`config.mk`:
```
export PLATFORM = sky130hd
export DESIGN_NAME = ifetch
export DESIGN_NICKNAME = d
export VERILOG_FILES = /design/src/rtl/mycpu_pkg.sv /design/src/rtl/ifetch_wdog.sv /design/src/rtl/ifetch.sv
export SDC_FILE = /design/constraint.sdc
export NUM_CORES = 1
export LEC_CHECK = 0
export CAP_MARGIN = 10
export CORE_MARGIN = 1.5
export CORE_UTILIZATION = 50
export CTS_CLUSTER_DIAMETER = 60
export DETAILED_ROUTE_END_ITERATION = 8
export DONT_BUFFER_PORTS = 1
export HOLD_SLACK_MARGIN = 0.02
export PLACE_DENSITY = 0.7
export SLEW_MARGIN = 20
export SYNTH_ARGS = -nofsm -noshare
export SYNTH_HDL_FRONTEND = slang
export SYNTH_SLANG_ARGS = --single-unit
export TNS_END_PERCENT = 30
```
`constraint.sdc`:
```
create_clock -name clk -period 1.7 [get_ports clk]
set_input_delay 0.51 -clock clk [delete_from_list [all_inputs] [get_ports clk]]
set_output_delay 0.51 -clock clk [all_outputs]
set_load 0.03 [all_outputs]
```
`src/rtl/mycpu_pkg.sv`:
```
// ----------------------------------------------------------------------------
// mycpu_pkg
// Shared types and constants for the CPU front end.
//   ADDR_W / INSTR_W : default fetch address and instruction widths
//   ifetch_state_t   : fetch-stage FSM state encoding
//   is_waiting()     : true in states that hold an outstanding memory read
// ----------------------------------------------------------------------------
package mycpu_pkg;

  localparam int ADDR_W  = 16;
  localparam int INSTR_W = 16;

  typedef enum logic [2:0] {
    S_IDLE  = 3'd0,
    S_FETCH = 3'd1,
    S_DRAIN = 3'd2,
    S_VALID = 3'd3,
    S_ERR   = 3'd4
  } ifetch_state_t;

  // A read is in flight (request raised, ack pending) in these two states.
  function automatic logic is_waiting(input ifetch_state_t st);
    return (st == S_FETCH) || (st == S_DRAIN);
  endfunction

endpackage

```
`src/rtl/ifetch_wdog.sv`:
```
// ----------------------------------------------------------------------------
// ifetch_wdog
// Ack-timeout counter for the fetch stage.
// Ports:
//   clk, rst_n : clock, async active-low reset
//   clr        : restart the count (new wait period begins next cycle)
//   tick       : a waiting cycle passed without ack
//   expire     : this is the LIMIT-th consecutive waiting cycle without ack
// ----------------------------------------------------------------------------
module ifetch_wdog #(
  parameter int LIMIT = 255
) (
  input  logic clk,
  input  logic rst_n,
  input  logic clr,
  input  logic tick,
  output logic expire
);

  localparam int CW = $clog2(LIMIT + 1);

  logic [CW-1:0] cnt_r;

  // Count consecutive unacknowledged waiting cycles.
  always_ff @(posedge clk or negedge rst_n) begin
    if (!rst_n) begin
      cnt_r <= '0;
    end else if (clr) begin
      cnt_r <= '0;
    end else if (tick) begin
      cnt_r <= cnt_r + CW'(1);
    end else begin
      cnt_r <= cnt_r;
    end
  end

  // The count lags by one, so compare against LIMIT-1 to fire on the LIMIT-th cycle.
  assign expire = tick && (cnt_r == CW'(LIMIT - 1));

endmodule

```
`src/rtl/ifetch.sv`:
```
// ----------------------------------------------------------------------------
// ifetch
// Instruction fetch stage: reads pc_in as fetch address, issues one
// instruction-memory read at a time and holds the result for the decoder.
// Ports:
//   clk, rst_n            : clock, async active-low reset
//   pc_in / pc_en         : current PC in; 1-cycle pulse lets pc advance
//   flush_in              : discard current/in-flight instruction, refetch
//   imem_req/addr/ack/rdata : single-outstanding memory read port
//   ir_out/ia_out/ir_valid/ir_ready : instruction handshake to the decoder
//   bus_err_out           : sticky fetch-timeout error
// Optional feature: define IFETCH_TIMEOUT_EN to enable the ack watchdog and
// the terminal S_ERR state; otherwise the stage waits for ack indefinitely.
// ----------------------------------------------------------------------------
module ifetch
  import mycpu_pkg::*;
#(
  parameter int ADDR_W         = mycpu_pkg::ADDR_W,
  parameter int INSTR_W        = mycpu_pkg::INSTR_W,
  parameter int TIMEOUT_CYCLES = 255
) (
  input  logic               clk,
  input  logic               rst_n,
  input  logic [ADDR_W-1:0]  pc_in,
  output logic               pc_en,
  input  logic               flush_in,
  output logic               imem_req,
  output logic [ADDR_W-1:0]  imem_addr,
  input  logic               imem_ack,
  input  logic [INSTR_W-1:0] imem_rdata,
  output logic [INSTR_W-1:0] ir_out,
  output logic [ADDR_W-1:0]  ia_out,
  output logic               ir_valid,
  input  logic               ir_ready,
  output logic               bus_err_out
);

`ifdef IFETCH_TIMEOUT_EN
  localparam logic TIMEOUT_EN = 1'b1;
`else
  localparam logic TIMEOUT_EN = 1'b0;
`endif

  ifetch_state_t      state_r, state_nxt_s;
  logic [ADDR_W-1:0]  fa_r;
  logic [INSTR_W-1:0] ir_r;
  logic [ADDR_W-1:0]  ia_r;
  logic               fa_load_s;
  logic               ir_load_s;
  logic               waiting_s;
  logic               expire_s;

  assign waiting_s = is_waiting(state_r);

`ifdef IFETCH_TIMEOUT_EN
  logic wdog_clr_s;
  logic wdog_tick_s;

  // Count only while staying in the same wait state without ack; any state
  // change or ack restarts the count, which covers FETCH->DRAIN and refetches.
  assign wdog_tick_s = waiting_s && !imem_ack;
  assign wdog_clr_s  = !wdog_tick_s || (state_nxt_s != state_r);

  ifetch_wdog #(.LIMIT(TIMEOUT_CYCLES)) u_wdog (
    .clk    (clk),
    .rst_n  (rst_n),
    .clr    (wdog_clr_s),
    .tick   (wdog_tick_s),
    .expire (expire_s)
  );
`else
  assign expire_s = 1'b0;
`endif

  // Next-state and load-enable decode; ack always takes precedence over expiry.
  always_comb begin
    state_nxt_s = state_r;
    fa_load_s   = 1'b0;
    ir_load_s   = 1'b0;
    case (state_r)
      S_IDLE: begin
        fa_load_s   = 1'b1;
        state_nxt_s = S_FETCH;
      end
      S_FETCH: begin
        if (imem_ack) begin
          if (flush_in) begin
            fa_load_s   = 1'b1;
            state_nxt_s = S_FETCH;
          end else begin
            ir_load_s   = 1'b1;
            state_nxt_s = S_VALID;
          end
        end else if (expire_s) begin
          state_nxt_s = S_ERR;
        end else if (flush_in) begin
          state_nxt_s = S_DRAIN;
        end else begin
          state_nxt_s = S_FETCH;
        end
      end
      S_DRAIN: begin
        if (imem_ack) begin
          fa_load_s   = 1'b1;
          state_nxt_s = S_FETCH;
        end else if (expire_s) begin
          state_nxt_s = S_ERR;
        end else begin
          state_nxt_s = S_DRAIN;
        end
      end
      S_VALID: begin
        if (flush_in || ir_ready) begin
          fa_load_s   = 1'b1;
          state_nxt_s = S_FETCH;
        end else begin
          state_nxt_s = S_VALID;
        end
      end
      S_ERR: begin
        // Terminal only when the watchdog exists; otherwise unreachable, recover.
        state_nxt_s = TIMEOUT_EN ? S_ERR : S_IDLE;
      end
      default: begin
        state_nxt_s = S_IDLE;
      end
    endcase
  end

  // State, fetch address and instruction register.
  always_ff @(posedge clk or negedge rst_n) begin
    if (!rst_n) begin
      state_r <= S_IDLE;
      fa_r    <= '0;
      ir_r    <= '0;
      ia_r    <= '0;
    end else begin
      state_r <= state_nxt_s;
      if (fa_load_s) begin
        fa_r <= pc_in;
      end else begin
        fa_r <= fa_r;
      end
      if (ir_load_s) begin
        ir_r <= imem_rdata;
        ia_r <= fa_r;
      end else begin
        ir_r <= ir_r;
        ia_r <= ia_r;
      end
    end
  end

  // pc_en is the only combinational output: it must coincide with the accepting ack.
  assign pc_en       = ir_load_s;
  assign imem_req    = waiting_s;
  assign imem_addr   = fa_r;
  assign ir_out      = ir_r;
  assign ia_out      = ia_r;
  assign ir_valid    = (state_r == S_VALID);
  assign bus_err_out = TIMEOUT_EN && (state_r == S_ERR);

endmodule

```
Word level (Yosys, flattened, before mapping)

Cells that the tools add are included.

Equality and inequality tests: 3
Add/sub/neg operators: 0
Shift-type cells: 0
$mul: 0
Mux-type cells: 14
Div/mod/pow operators: 0
Bitwise logic cells: 0
$lt $le $gt $ge: 0
Reduce and logical (&&, ||, !) cells: 3

Operator list:

| operator                                      | count |
|---|---|
| one-hot mux 3 bit (4 select lines)            | 1 |
| 2-to-1 mux 2 bit                              | 4 |
| 2-to-1 mux 1 bit                              | 7 |
| == test 3 x 2 -> 1 bit, second input constant | 2 |
| one-hot mux 1 bit (4 select lines)            | 1 |
| == test 3 x 1 -> 1 bit, second input constant | 1 |
| zero test 3 bit                               | 1 |
| 2-to-1 mux 3 bit                              | 1 |
| logical OR 1 bit                              | 2 |

Input bits: 37
Word-level logic and storage cells: 24
Flip-flop bits (word level): 51
Output and inout port bits: 52
Memory bits (read-only): 0
Latch bits: 0
Memories: 0
RAM bits: 0

Longest topological paths before layout

Word-level depth: 3
Gate-level depth with buffers: 6
Depth with buffers taken out: 5

Worst setup path after synthesis

Ideal clock, no wire load.

Path kind: input to output
Start point: in flush_in
End point: out pc_en
Setup slack: -47 ps
Arrival: 1237 ps
Data required time: 1190 ps
Cell stages on the path: 5
Path through: inv_1 > ha_1 > nand2_1 > buf_2 > inv_1

Word-level cells in the longest chain between the ends: 3

RTL lines:

| what               | RTL line     | text |
|---|---|---|
| start: declaration | ifetch.sv:26 | `input logic flush_in,` |
| 2-to-1 mux 1 bit   | ifetch.sv:87 | `if (flush_in) begin` |
| 2-to-1 mux 1 bit   | ifetch.sv:86 | `if (imem_ack) begin` |
| 2-to-1 mux 1 bit   | ifetch.sv:80 | `case (state_r)` |
| end: declaration   | ifetch.sv:25 | `output logic pc_en,` |

No other way between the ends.

Worst setup path after layout

Start point: reg state_r[0]
End point: out imem_req

Word-level cells in the longest chain between the ends: 2

RTL lines:

| what                                                                    | RTL line        | text |
|---|---|---|
| start: declaration                                                      | ifetch.sv:44    | `ifetch_state_t state_r, state_nxt_s;` |
| start signal: assignment                                                | ifetch.sv:138   | `state_r <= state_nxt_s;` |
| == test 3 x 1 -> 1 bit / == test 3 x 2 -> 1 bit (equally long branches) | mycpu_pkg.sv:23 | `return (st == S_FETCH) \|\| (st == S_DRAIN);` |
| logical OR 1 bit *                                                      | mycpu_pkg.sv:23 |  |
| end: declaration                                                        | ifetch.sv:27    | `output logic imem_req,` |

Every way passes the cells marked *; elsewhere a longest branch is shown, timed or not.

==> results by group <==
Run status
  • Status: complete, but fails checks
  • Failing checks: negative setup slack

STA
  • Clock skew: 0.00310 ns
  • Period utilisation layout: 100%
  • Fin crit period: 1.71 ns
  • Fin Hold WS: 0.0614 ns
  • Hold Fails Final Rpt: 0
  • Fmax: 585 MHz
  • Final Slew Violations: 0
  • Post-route setup slack: -0.00827 ns
  • Setup Viol. Count Final: 2
  • RSZ-0062 raised after global routing: true

Critical path
  • Nature of the critical path endpoint: output pin
  • Crit-path max FO: 3
  • Critical path required time: 1.19 ns
  • Crit path DAT: 1.20 ns
  • Crit path launch type: flip-flop
  • CP cell instances: inv_1 -> ha_2
  • CP max stage cell: dfrtp_2
  • Worst Path Buf+Inv: 1
  • Type of the worst setup path: flip-flop to output pin
  • Crit-path max cell delay: 0.41 ns
  • Family with the most delay on the worst path: flip-flops

Placed design
  • Cells after DPL: 176
  • Detail Placement HPWL: 2.61 mm
  • Area after DPL: 2130 um2
  • Port Buffers: 0
  • DP Worst Slack: 0.0214 ns
  • Routability cong.: 0.743

Finish
  • Most common cell after layout, fill and taps aside: dfrtp_1
  • Most frequent cells in the layout: dfrtp_1 (49), mux2_2 (38), mux2_4 (10)
  • Final-layout fill cell count: 306
  • # nets final: 181
  • Final instance area: 2330 um2
  • Inserted Diodes: 0
  • Synthesis-to-layout area growth: 13.3%
  • Area occupied by multi-input gates: 773 um2
  • Share of layout cells above drive strength 1: 52.2%
  • Register Area: 1250 um2
  • Layout Cells excl Fill: 188

Logic synthesis
  • Number of distinct library cells after synthesis: 17
  • Area contributors post-synth: dfrtp_1 (61%), mux2_2 (21%), mux2_4 (7.3%), ha_1 (4.3%), inv_1 (1.1%)
  • Sequential cell area fraction in the yosys report: 60.9%
  • Share of the synthesized area in the top cell type: 60.9%
  • Cell taking the most area after synthesis: dfrtp_1
  • Syn avg cell area: 16.2 um2
  • Warnings, synthesis: 0
  • Synth Cell Area: 2060 um2
  • Post-Synthesis Cells: 127
  • Syn nets: 171
  • Yosys reg bits: 50

Drt
  • Vias: 1054
  • Via density: 5.61
  • DRT iter0 DRCs: 55
  • DRC viols: 0
  • DRT Pass-1 Iters: 4
  • Antenna Nets Post-Route: 0
  • DR WL/cell: 19.7 um
  • DRT Wirelength: 3.71 mm

Floorplan
  • Initial Utilization: 51.8%
  • Total core area: 3970 um2
  • Io pins: 89
  • Die area: 4510 um2
  • Die X: 67.1 um
  • Die H: 67.1 um
  • Row count: 23

GRT
  • Overall Global Routing Usage: 16.7%
  • Largest net degree at the start of global routing: 51
  • Vias in the first global route: 1063
  • Grt ovf: 0
  • Initial antenna violation count: 0
  • First-pass GRT wire length: 5.32 mm

CTS
  • H-Tree Depth: 2
  • Worst-Skew Late Latency: 0.29 ns
  • CTS max path bufs: 2
  • CTS tree: yes
  • Clock sinks: 50
  • CTS Buf Count: 5
  • Root buffer cell: clkbuf_8
  • Clock-pin slew on the worst setup and hold paths: 0.08 ns

Hold path
  • Hold/Removal Path Class: input port to async pin

Run
  • Max-Cap Viols: 0
==> synth_stat cells (all sizes together) <==
| master | instances |
|---|---|
| dfrtp | 50 |
| nor2b | 1 |
| ha | 7 |
| o21ai | 1 |
| nand2 | 3 |
| nand3 | 1 |
| mux2 | 48 |
| a221o | 1 |
| buf | 5 |
| nor2 | 1 |
| a21oi | 2 |
| conb | 1 |
| inv | 6 |
==> through the flow <==
stage / TNS (ns) / utilization (%)
2_1_floorplan: 0 / -
6_report: -0.00857 / 58.7
5_1_grt: -0.176 / 58.7
3_5_place_dp: 0 / 53.6
3_3_place_gp: 0 / 53.6
4_1_cts: -0.792 / 57.4
==> final cells by class <==
cell class	instances	share of cell area (%)
clock inverter	1	1.29
tap	50	2.69
timing repair buffer	8	4.83
clock buffer	7	3.28
inverter	6	0.967
multi-input combinational	66	33.2
sequential	50	53.8
==> what timing repair did <==
action	CTS	global route
endpoints found under the hold margin	50	50
gates resized for setup	9	2
setup endpoints to repair	2	19
setup buffers	2	1
pin swaps	1	1
==> worst paths after layout <==
check,startpoint,endpoint,slack (ns),depth (start not counted)
max,state_r[0],imem_req,-0.008,2
min,rst_n,ir_out[11],0.06,1
max reg2reg,state_r[1],imem_addr[11],0.07,6
min reg2reg,ir_out[7],ir_out[7],0.75,1
max in group asynchronous,rst_n,state_r[0],1.42,1
min in group clk,imem_ack,state_r[0],0.35,2
==> worst register-to-register path, delay by kind of cell (launching register included) <==
family,cells,cell delay [ns]
fa+ha+maj,1,0.22
flops,1,0.41
compound gates,1,0.17
simple gates,1,0.10
mux,1,0.31
buf+inv,2,0.32
==> state kept, by name, summed over array words and instances (netlist names) <==
register and flops:
ir_out 16, ia_out 16, imem_addr 16, state_r 2
==> routing by layer <==
metal | vias to the layer above | wire length [um] | track usage [%]
met5 | - | 0 | 0
met2 | 62 | 1820 | 26.9
met4 | 0 | 50 | 7.65
met3 | 8 | 448 | 7.26
li1 | 446 | - | -
met1 | 538 | 1390 | 19.1
==> cell families after synthesis <==
family	synth area share, %
adders and majority gates	4.26
buffers and inverters	2.74
muxes	28.1
AOI/OAI and AO/OA	1.95
and+or+nand+nor	1.89
DFF	60.9
other	0.182
Power is left out: the tool's default activity adds up to more than one toggle a clock period on the data nets, which glitch-free logic cannot reach.
